<file path="config.mk">
export PLATFORM = sky130hd
export DESIGN_NAME = kanade_lsu
export DESIGN_NICKNAME = d
export VERILOG_FILES = /design/src/rtl/kanade_mem_pkg.sv /design/src/rtl/kanade_lsu_align.sv /design/src/rtl/kanade_lsu.sv
export SDC_FILE = /design/constraint.sdc
export NUM_CORES = 1
export LEC_CHECK = 0
export CAP_MARGIN = 10
export CORE_UTILIZATION = 64
export CTS_CLUSTER_DIAMETER = 60
export CTS_CLUSTER_SIZE = 10
export DETAILED_ROUTE_END_ITERATION = 16
export DONT_BUFFER_PORTS = 1
export PLACE_DENSITY = 0.78
export SETUP_SLACK_MARGIN = 0.1
export SKIP_CTS_REPAIR_TIMING = 1
export SLEW_MARGIN = 20
export SYNTH_ARGS = -nofsm -noshare
export SYNTH_HDL_FRONTEND = slang
export SYNTH_SLANG_ARGS = --single-unit
</file>
<file path="constraint.sdc">
create_clock -name clk -period 4.4 [get_ports clk]
set_input_delay 1.32 -clock clk [delete_from_list [all_inputs] [get_ports clk]]
set_output_delay 1.32 -clock clk [all_outputs]
set_load 0.05 [all_outputs]
</file>
<file path="src/rtl/kanade_mem_pkg.sv">
// Memory-access modes and size/sign helpers shared by the CPU decoder and the LSU.
package kanade_mem_pkg;

  localparam logic [2:0] MEM_MODE_BYTE       = 3'd0;
  localparam logic [2:0] MEM_MODE_BYTE_SIGN  = 3'd1;
  localparam logic [2:0] MEM_MODE_HWORD      = 3'd2;
  localparam logic [2:0] MEM_MODE_HWORD_SIGN = 3'd3;
  localparam logic [2:0] MEM_MODE_WORD       = 3'd4;
  localparam logic [2:0] MEM_MODE_WORD_SIGN  = 3'd5;
  localparam logic [2:0] MEM_MODE_DWORD      = 3'd6;

  typedef enum logic [2:0] {
    ST_IDLE,
    ST_ACC0,
    ST_ACC1,
    ST_FIN,
    ST_RESP,
    ST_ERR
  } lsu_state_t;

  // Access size in bytes; 0 marks the undefined mode.
  function automatic logic [3:0] mode_size(input logic [2:0] mode);
    case (mode)
      MEM_MODE_BYTE,  MEM_MODE_BYTE_SIGN:  mode_size = 4'd1;
      MEM_MODE_HWORD, MEM_MODE_HWORD_SIGN: mode_size = 4'd2;
      MEM_MODE_WORD,  MEM_MODE_WORD_SIGN:  mode_size = 4'd4;
      MEM_MODE_DWORD:                      mode_size = 4'd8;
      default:                             mode_size = 4'd0;
    endcase
  endfunction

  function automatic logic is_signed(input logic [2:0] mode);
    return (mode == MEM_MODE_BYTE_SIGN) || (mode == MEM_MODE_HWORD_SIGN) ||
           (mode == MEM_MODE_WORD_SIGN);
  endfunction

endpackage

</file>
<file path="src/rtl/kanade_lsu_align.sv">
// Lane alignment: store byte-enable/data window and load extraction over a two-word window.
module kanade_lsu_align
  import kanade_mem_pkg::*;
#(
  parameter int unsigned XLEN = 32
) (
  input  logic [2:0]                mode,
  input  logic [$clog2(XLEN/8)-1:0] off,
  input  logic [XLEN-1:0]           wdata,
  input  logic [2*XLEN-1:0]         rwin,
  output logic [XLEN/4-1:0]         byteen_win,
  output logic [2*XLEN-1:0]         wdata_win,
  output logic [XLEN-1:0]           rdata_ext
);

  localparam int unsigned NB   = XLEN / 8;
  localparam int unsigned BE_W = 2 * NB;

  logic [3:0]        size;
  logic [BE_W-1:0]   be_mask;
  logic [2*XLEN-1:0] rshift;
  logic              sign_bit;

  always_comb begin
    size       = mode_size(mode);
    be_mask    = '0;
    rdata_ext  = '0;
    sign_bit   = 1'b0;
    for (int i = 0; i < int'(BE_W); i++) begin
      if (i < int'(size)) be_mask[i] = 1'b1;
    end
    byteen_win = be_mask << off;
    wdata_win  = {{XLEN{1'b0}}, wdata} << {off, 3'b000};
    rshift     = rwin >> {off, 3'b000};
    // Top byte of the access supplies the sign for SIGN modes.
    for (int i = 0; i < int'(NB); i++) begin
      if (i == int'(size) - 1) sign_bit = is_signed(mode) & rshift[8*i+7];
    end
    for (int i = 0; i < int'(NB); i++) begin
      rdata_ext[8*i +: 8] = (i < int'(size)) ? rshift[8*i +: 8] : {8{sign_bit}};
    end
  end

endmodule

</file>
<file path="src/rtl/kanade_lsu.sv">
// Load/store unit: one request at a time, optional split of word-crossing accesses.
module kanade_lsu
  import kanade_mem_pkg::*;
#(
  parameter int unsigned XLEN           = 32,
  parameter int unsigned ADDR_W         = 32,
  parameter bit          ALLOW_MISALIGN = 1'b1
) (
  input  logic                              clk,
  input  logic                              reset,
  input  logic                              req_valid,
  output logic                              req_ready,
  input  logic                              req_write,
  input  logic [2:0]                        req_mode,
  input  logic [ADDR_W-1:0]                 req_addr,
  input  logic [XLEN-1:0]                   req_wdata,
  output logic                              resp_valid,
  output logic [XLEN-1:0]                   resp_rdata,
  output logic                              resp_err,
  output logic [ADDR_W-$clog2(XLEN/8)-1:0]  mem_addr,
  output logic                              mem_wren,
  output logic [XLEN/8-1:0]                 mem_byteen,
  output logic [XLEN-1:0]                   mem_wdata,
  input  logic [XLEN-1:0]                   mem_rdata
);

  localparam int unsigned NB    = XLEN / 8;
  localparam int unsigned OFF_W = $clog2(NB);
  localparam int unsigned WA_W  = ADDR_W - OFF_W;

  lsu_state_t       state_q, state_d;
  logic             write_q, write_d;
  logic [2:0]       mode_q, mode_d;
  logic [OFF_W-1:0] off_q, off_d;
  logic [WA_W-1:0]  word_q, word_d;
  logic [XLEN-1:0]  wdata_q, wdata_d;
  logic [XLEN-1:0]  lo_q, lo_d;
  logic             resp_valid_q, resp_valid_d;
  logic             resp_err_q, resp_err_d;
  logic [XLEN-1:0]  resp_rdata_q, resp_rdata_d;

  logic [2:0]       low_mask_c;
  logic             req_err_c;
  logic             cross_c;
  logic [2*XLEN-1:0] rwin_c;
  logic [2*NB-1:0]  byteen_win;
  logic [2*XLEN-1:0] wdata_win;
  logic [XLEN-1:0]  rdata_ext;

  kanade_lsu_align #(.XLEN(XLEN)) u_align (
    .mode       (mode_q),
    .off        (off_q),
    .wdata      (wdata_q),
    .rwin       (rwin_c),
    .byteen_win (byteen_win),
    .wdata_win  (wdata_win),
    .rdata_ext  (rdata_ext)
  );

  // Acceptance-time legality; size-1 in 3 bits doubles as the alignment mask (8 -> 7).
  always_comb begin
    low_mask_c = 3'(mode_size(req_mode)) - 3'd1;
    req_err_c  = (req_mode == 3'd7) ||
                 ((XLEN == 32) && ((req_mode == MEM_MODE_WORD_SIGN) ||
                                   (req_mode == MEM_MODE_DWORD))) ||
                 (req_write && is_signed(req_mode)) ||
                 (!ALLOW_MISALIGN && ((req_addr[2:0] & low_mask_c) != 3'd0));
    cross_c    = (int'(off_q) + int'(mode_size(mode_q))) > int'(NB);
    rwin_c     = cross_c ? {mem_rdata, lo_q} : {{XLEN{1'b0}}, mem_rdata};
  end

  always_comb begin
    state_d      = state_q;
    write_d      = write_q;
    mode_d       = mode_q;
    off_d        = off_q;
    word_d       = word_q;
    wdata_d      = wdata_q;
    lo_d         = lo_q;
    resp_valid_d = 1'b0;
    resp_err_d   = 1'b0;
    resp_rdata_d = resp_rdata_q;
    case (state_q)
      ST_IDLE: begin
        if (req_valid) begin
          write_d = req_write;
          mode_d  = req_mode;
          off_d   = req_addr[OFF_W-1:0];
          word_d  = req_addr[ADDR_W-1:OFF_W];
          wdata_d = req_wdata;
          if (req_err_c) begin
            state_d      = ST_ERR;
            resp_valid_d = 1'b1;
            resp_err_d   = 1'b1;
            resp_rdata_d = '0;
          end else begin
            state_d = ST_ACC0;
          end
        end
      end
      ST_ACC0: begin
        if (cross_c) begin
          state_d = ST_ACC1;
        end else if (write_q) begin
          state_d      = ST_RESP;
          resp_valid_d = 1'b1;
          resp_rdata_d = '0;
        end else begin
          state_d = ST_FIN;
        end
      end
      ST_ACC1: begin
        lo_d = mem_rdata;
        if (write_q) begin
          state_d      = ST_RESP;
          resp_valid_d = 1'b1;
          resp_rdata_d = '0;
        end else begin
          state_d = ST_FIN;
        end
      end
      ST_FIN: begin
        state_d      = ST_RESP;
        resp_valid_d = 1'b1;
        resp_rdata_d = rdata_ext;
      end
      ST_RESP: state_d = ST_IDLE;
      ST_ERR:  state_d = ST_IDLE;
      default: state_d = ST_IDLE;
    endcase
  end

  always_ff @(posedge clk) begin
    if (reset) begin
      state_q      <= ST_IDLE;
      write_q      <= 1'b0;
      mode_q       <= '0;
      off_q        <= '0;
      word_q       <= '0;
      wdata_q      <= '0;
      lo_q         <= '0;
      resp_valid_q <= 1'b0;
      resp_err_q   <= 1'b0;
      resp_rdata_q <= '0;
    end else begin
      state_q      <= state_d;
      write_q      <= write_d;
      mode_q       <= mode_d;
      off_q        <= off_d;
      word_q       <= word_d;
      wdata_q      <= wdata_d;
      lo_q         <= lo_d;
      resp_valid_q <= resp_valid_d;
      resp_err_q   <= resp_err_d;
      resp_rdata_q <= resp_rdata_d;
    end
  end

  // RAM port decode: low window half in ACC0, high half at the next word in ACC1.
  always_comb begin
    mem_addr   = '0;
    mem_wren   = 1'b0;
    mem_byteen = '1;
    mem_wdata  = '0;
    case (state_q)
      ST_ACC0: begin
        mem_addr = word_q;
        if (write_q) begin
          mem_wren   = 1'b1;
          mem_byteen = byteen_win[NB-1:0];
          mem_wdata  = wdata_win[XLEN-1:0];
        end
      end
      ST_ACC1: begin
        mem_addr = word_q + WA_W'(1);
        if (write_q) begin
          mem_wren   = |byteen_win[2*NB-1:NB];
          mem_byteen = byteen_win[2*NB-1:NB];
          mem_wdata  = wdata_win[2*XLEN-1:XLEN];
        end
      end
      default: ;
    endcase
  end

  assign req_ready  = (state_q == ST_IDLE);
  assign resp_valid = resp_valid_q;
  assign resp_err   = resp_err_q;
  assign resp_rdata = resp_rdata_q;

endmodule

</file>
==> impl_metrics.json <==
{
  "insertion_delay_ns": 0.44,
  "syn_area_um2": 8670,
  "yosysWarningCount": 0,
  "async_flop_share_pct": 0,
  "dieArea_um2": 14000,
  "fmax_ghz": 0.237,
  "clk_pin_slew_ns": 0.06,
  "area_growth_pct": 15.5,
  "vias": 9290,
  "syn_avg_cell_area_um2": 7.26,
  "grt_max_degree": 105,
  "synth.distinct_cells": 76,
  "crit_path_end_kind": "primary output",
  "ys_ff_latch": 137,
  "cts_tree": "yes",
  "timing_hold_violations_final": 0,
  "drt_iter0_markers": 1072,
  "worstMarginPinSlew_ns": 1.01,
  "grt_pass1_wl_mm": 43.4,
  "num_rows": 42,
  "hold_class": "reg2reg",
  "setup-violations-final": 0,
  "die_h_um": 118,
  "n_fill_cell": 1028,
  "post-route-drc-count": 0,
  "core_um2": 13200,
  "maxCapViolCount": 0,
  "initial_core_util_pct": 65.5,
  "htreeDepth": 4,
  "cp_data_required_time_ns": 3.08,
  "ir_drop_mv": 0.435,
  "fin_nets": 1325,
  "syn-num-nets": 1307,
  "synth_edf_count": 0,
  "grt_pass1_vias": 8483,
  "firstDrtPassIters": 7,
  "cp_data_arrival_time_ns": 2.90,
  "synthCells": 1194,
  "gr-total-overflow": 0,
  "num_io_pins": 205,
  "crit_type": "reg2out",
  "drive_above_1_share_pct": 15.1,
  "layout_setup_ws_ns": 0.176,
  "drt-wirelength-per-cell_um": 19.6,
  "fin_setup_tns_ns": 0,
  "met2_wirelength_mm": 12.7,
  "start_kind": "register",
  "fin_skew_ns": 0.00854,
  "synthFlopType": "dfxtp_1",
  "via_per_inst": 6.63,
  "cts_buffer_depth": 2,
  "finalCriticalPeriod_ns": 4.22,
  "hpwl_mm": 18.5,
  "clock_sinks": 137,
  "wl_met1_mm": 10.6,
  "die_w_um": 118,
  "outcome": "finished, final reports clean",
  "portBuffers": 0,
  "dpl_worst_slack_ns": 0.522,
  "antenna_found_initial": 0,
  "slew_viol_final": 0,
  "wirelength_mm": 27.4,
  "highest_layer": "met4",
  "fin_crit_sh_pct": 96.0,
  "detail-route-antenna-nets": 0,
  "diodes": 0,
  "cp_max_fo": 6,
  "seq_area_frac_synth_pct": 31.6,
  "gp_congestion": 0.907,
  "power.density_nw_per_um2": 556,
  "wl_met3_mm": 3.11,
  "cts_buffers": 17,
  "rsz0062_at_grt": "yes",
  "clockRootBuffer": "clkbuf_16",
  "gr-usage-all-layers_pct": 38.5,
  "multi_input_area_um2": 5640,
  "holdWs_ns": 0.452,
  "maxSlewHeadroom_pct": 32.6,
  "power_leakage_nw": 3.53,
  "regArea_um2": 2750
}
-- final cells by class --
type | count | share of cell area, %
Inverter | 12 | 0.450
Timing Repair Buffer | 87 | 7.27
Tap cell | 176 | 2.20
Clock buffer | 18 | 4.28
Multi-Input combinational cell | 957 | 56.4
Sequential cell | 137 | 27.5
Clock inverter | 14 | 1.97
-- registers in the layout (all words and copies together), names as in the netlist --
register,flops
resp_rdata,32
wdata_q,32
lo_q,32
resp_err,1
write_q,1
word_q,30
mode_q,3
resp_valid,1
off_q,2
state_q,3
-- Yosys cell counts (all sizes together) (8+ instances only) --
cell type,count,area (um2)
nand2,342,1290
dfxtp,137,2740
a21oi,135,676
o21ai,87,435
clkbuf,65,244
nor2,34,128
nor3,30,175
o31ai,26,195
nand3,25,125
buf,23,111
a22oi,22,165
mux2i,22,233
a211oi,21,163
and2,20,125
o22ai,15,93.8
and3,13,81.3
nor2b,13,81.3
mux2,11,128
ha,10,125
inv,10,37.5
a21boi,8,60.1
a21o,8,60.1
mux4,8,180
xor2,8,70.1
-- routing by layer --
metal | up-vias | GRT usage [%]
met5 | - | 0
met3 | 95 | 11.1
met4 | 0 | 16.9
met1 | 4272 | 48.3
met2 | 613 | 61.5
li1 | 4310 | -
-- critical path: stages (launching register included) --
cell and delay [ns]:
dfxtp_1 0.44, nand3_1 0.14, or4_1 0.50, or4_4 0.59, nor3_4 0.25, a31oi_1 0.10, o21ai_0 0.17, o21ai_1 0.09
buf_4 0.19
-- logic make-up after synthesis --
logic type                 after synthesis  share of synthesized area, %
xor gates and xnor gates                11                          1.11
muxes                                   41                          6.23
DFF                                    137                          31.6
and+or+nand+nor                        508                          25.9
adders and majority gates               10                          1.44
AOI/OAI and AO/OA                      387                          29.1
buffers and inverters                  100                          4.62
-- layout by cell type (no fill, tap or decap), types with 8 or more instances in the layout --
cell,count
a211oi_1,12
a211oi_2,9
a21boi_0,8
a21o_1,8
a21oi_1,135
a22oi_1,22
and2_1,19
and3_1,13
buf_4,81
clkbuf_16,17
dfxtp_1,132
ha_1,10
inv_1,10
mux2_2,10
mux2i_1,21
mux4_2,8
nand2_1,339
nand3_1,25
nor2_1,34
nor2b_1,11
nor3_1,23
o21ai_0,53
o21ai_1,34
o22ai_1,15
o31ai_1,24
xor2_1,8
-- power breakdown --
| group | internal [mW] | total, mW | leakage [nW] | switching [mW] |
|---|---|---|---|---|
| logic | 0.770 | 2.28 | 2.11 | 1.51 |
| clock network | 0.952 | 1.55 | 0.301 | 0.595 |
| registers | 1.44 | 1.74 | 1.12 | 0.303 |
-- metrics by stage --
stage | instances | power, mW | instance area (um2) | utilization [%]
CTS | 1401 | 5.51 | 9990 | 75.5
detailed placement | 1369 | 3.97 | 9370 | 70.7
finish | 1401 | 5.57 | 10000 | 75.6
global placement | 1369 | 3.93 | 9370 | 70.7
floorplan | 1194 | 3.38 | 8680 | -
global route | 1401 | 5.82 | 10000 | 75.6
-- path summary, 6_finish.rpt --
kind / startpoint / cells past startpoint / end / slack [ns]
setup reg to reg: mode_q[1] / 11 / resp_rdata[1] / 0.46
hold / removal: lo_q[1] / 2 / lo_q[1] / 0.45
hold reg to reg: lo_q[1] / 2 / lo_q[1] / 0.45
setup / recovery: word_q[4] / 8 / mem_addr[29] / 0.18
No activity file was read; power rests on OpenSTA's default activity.
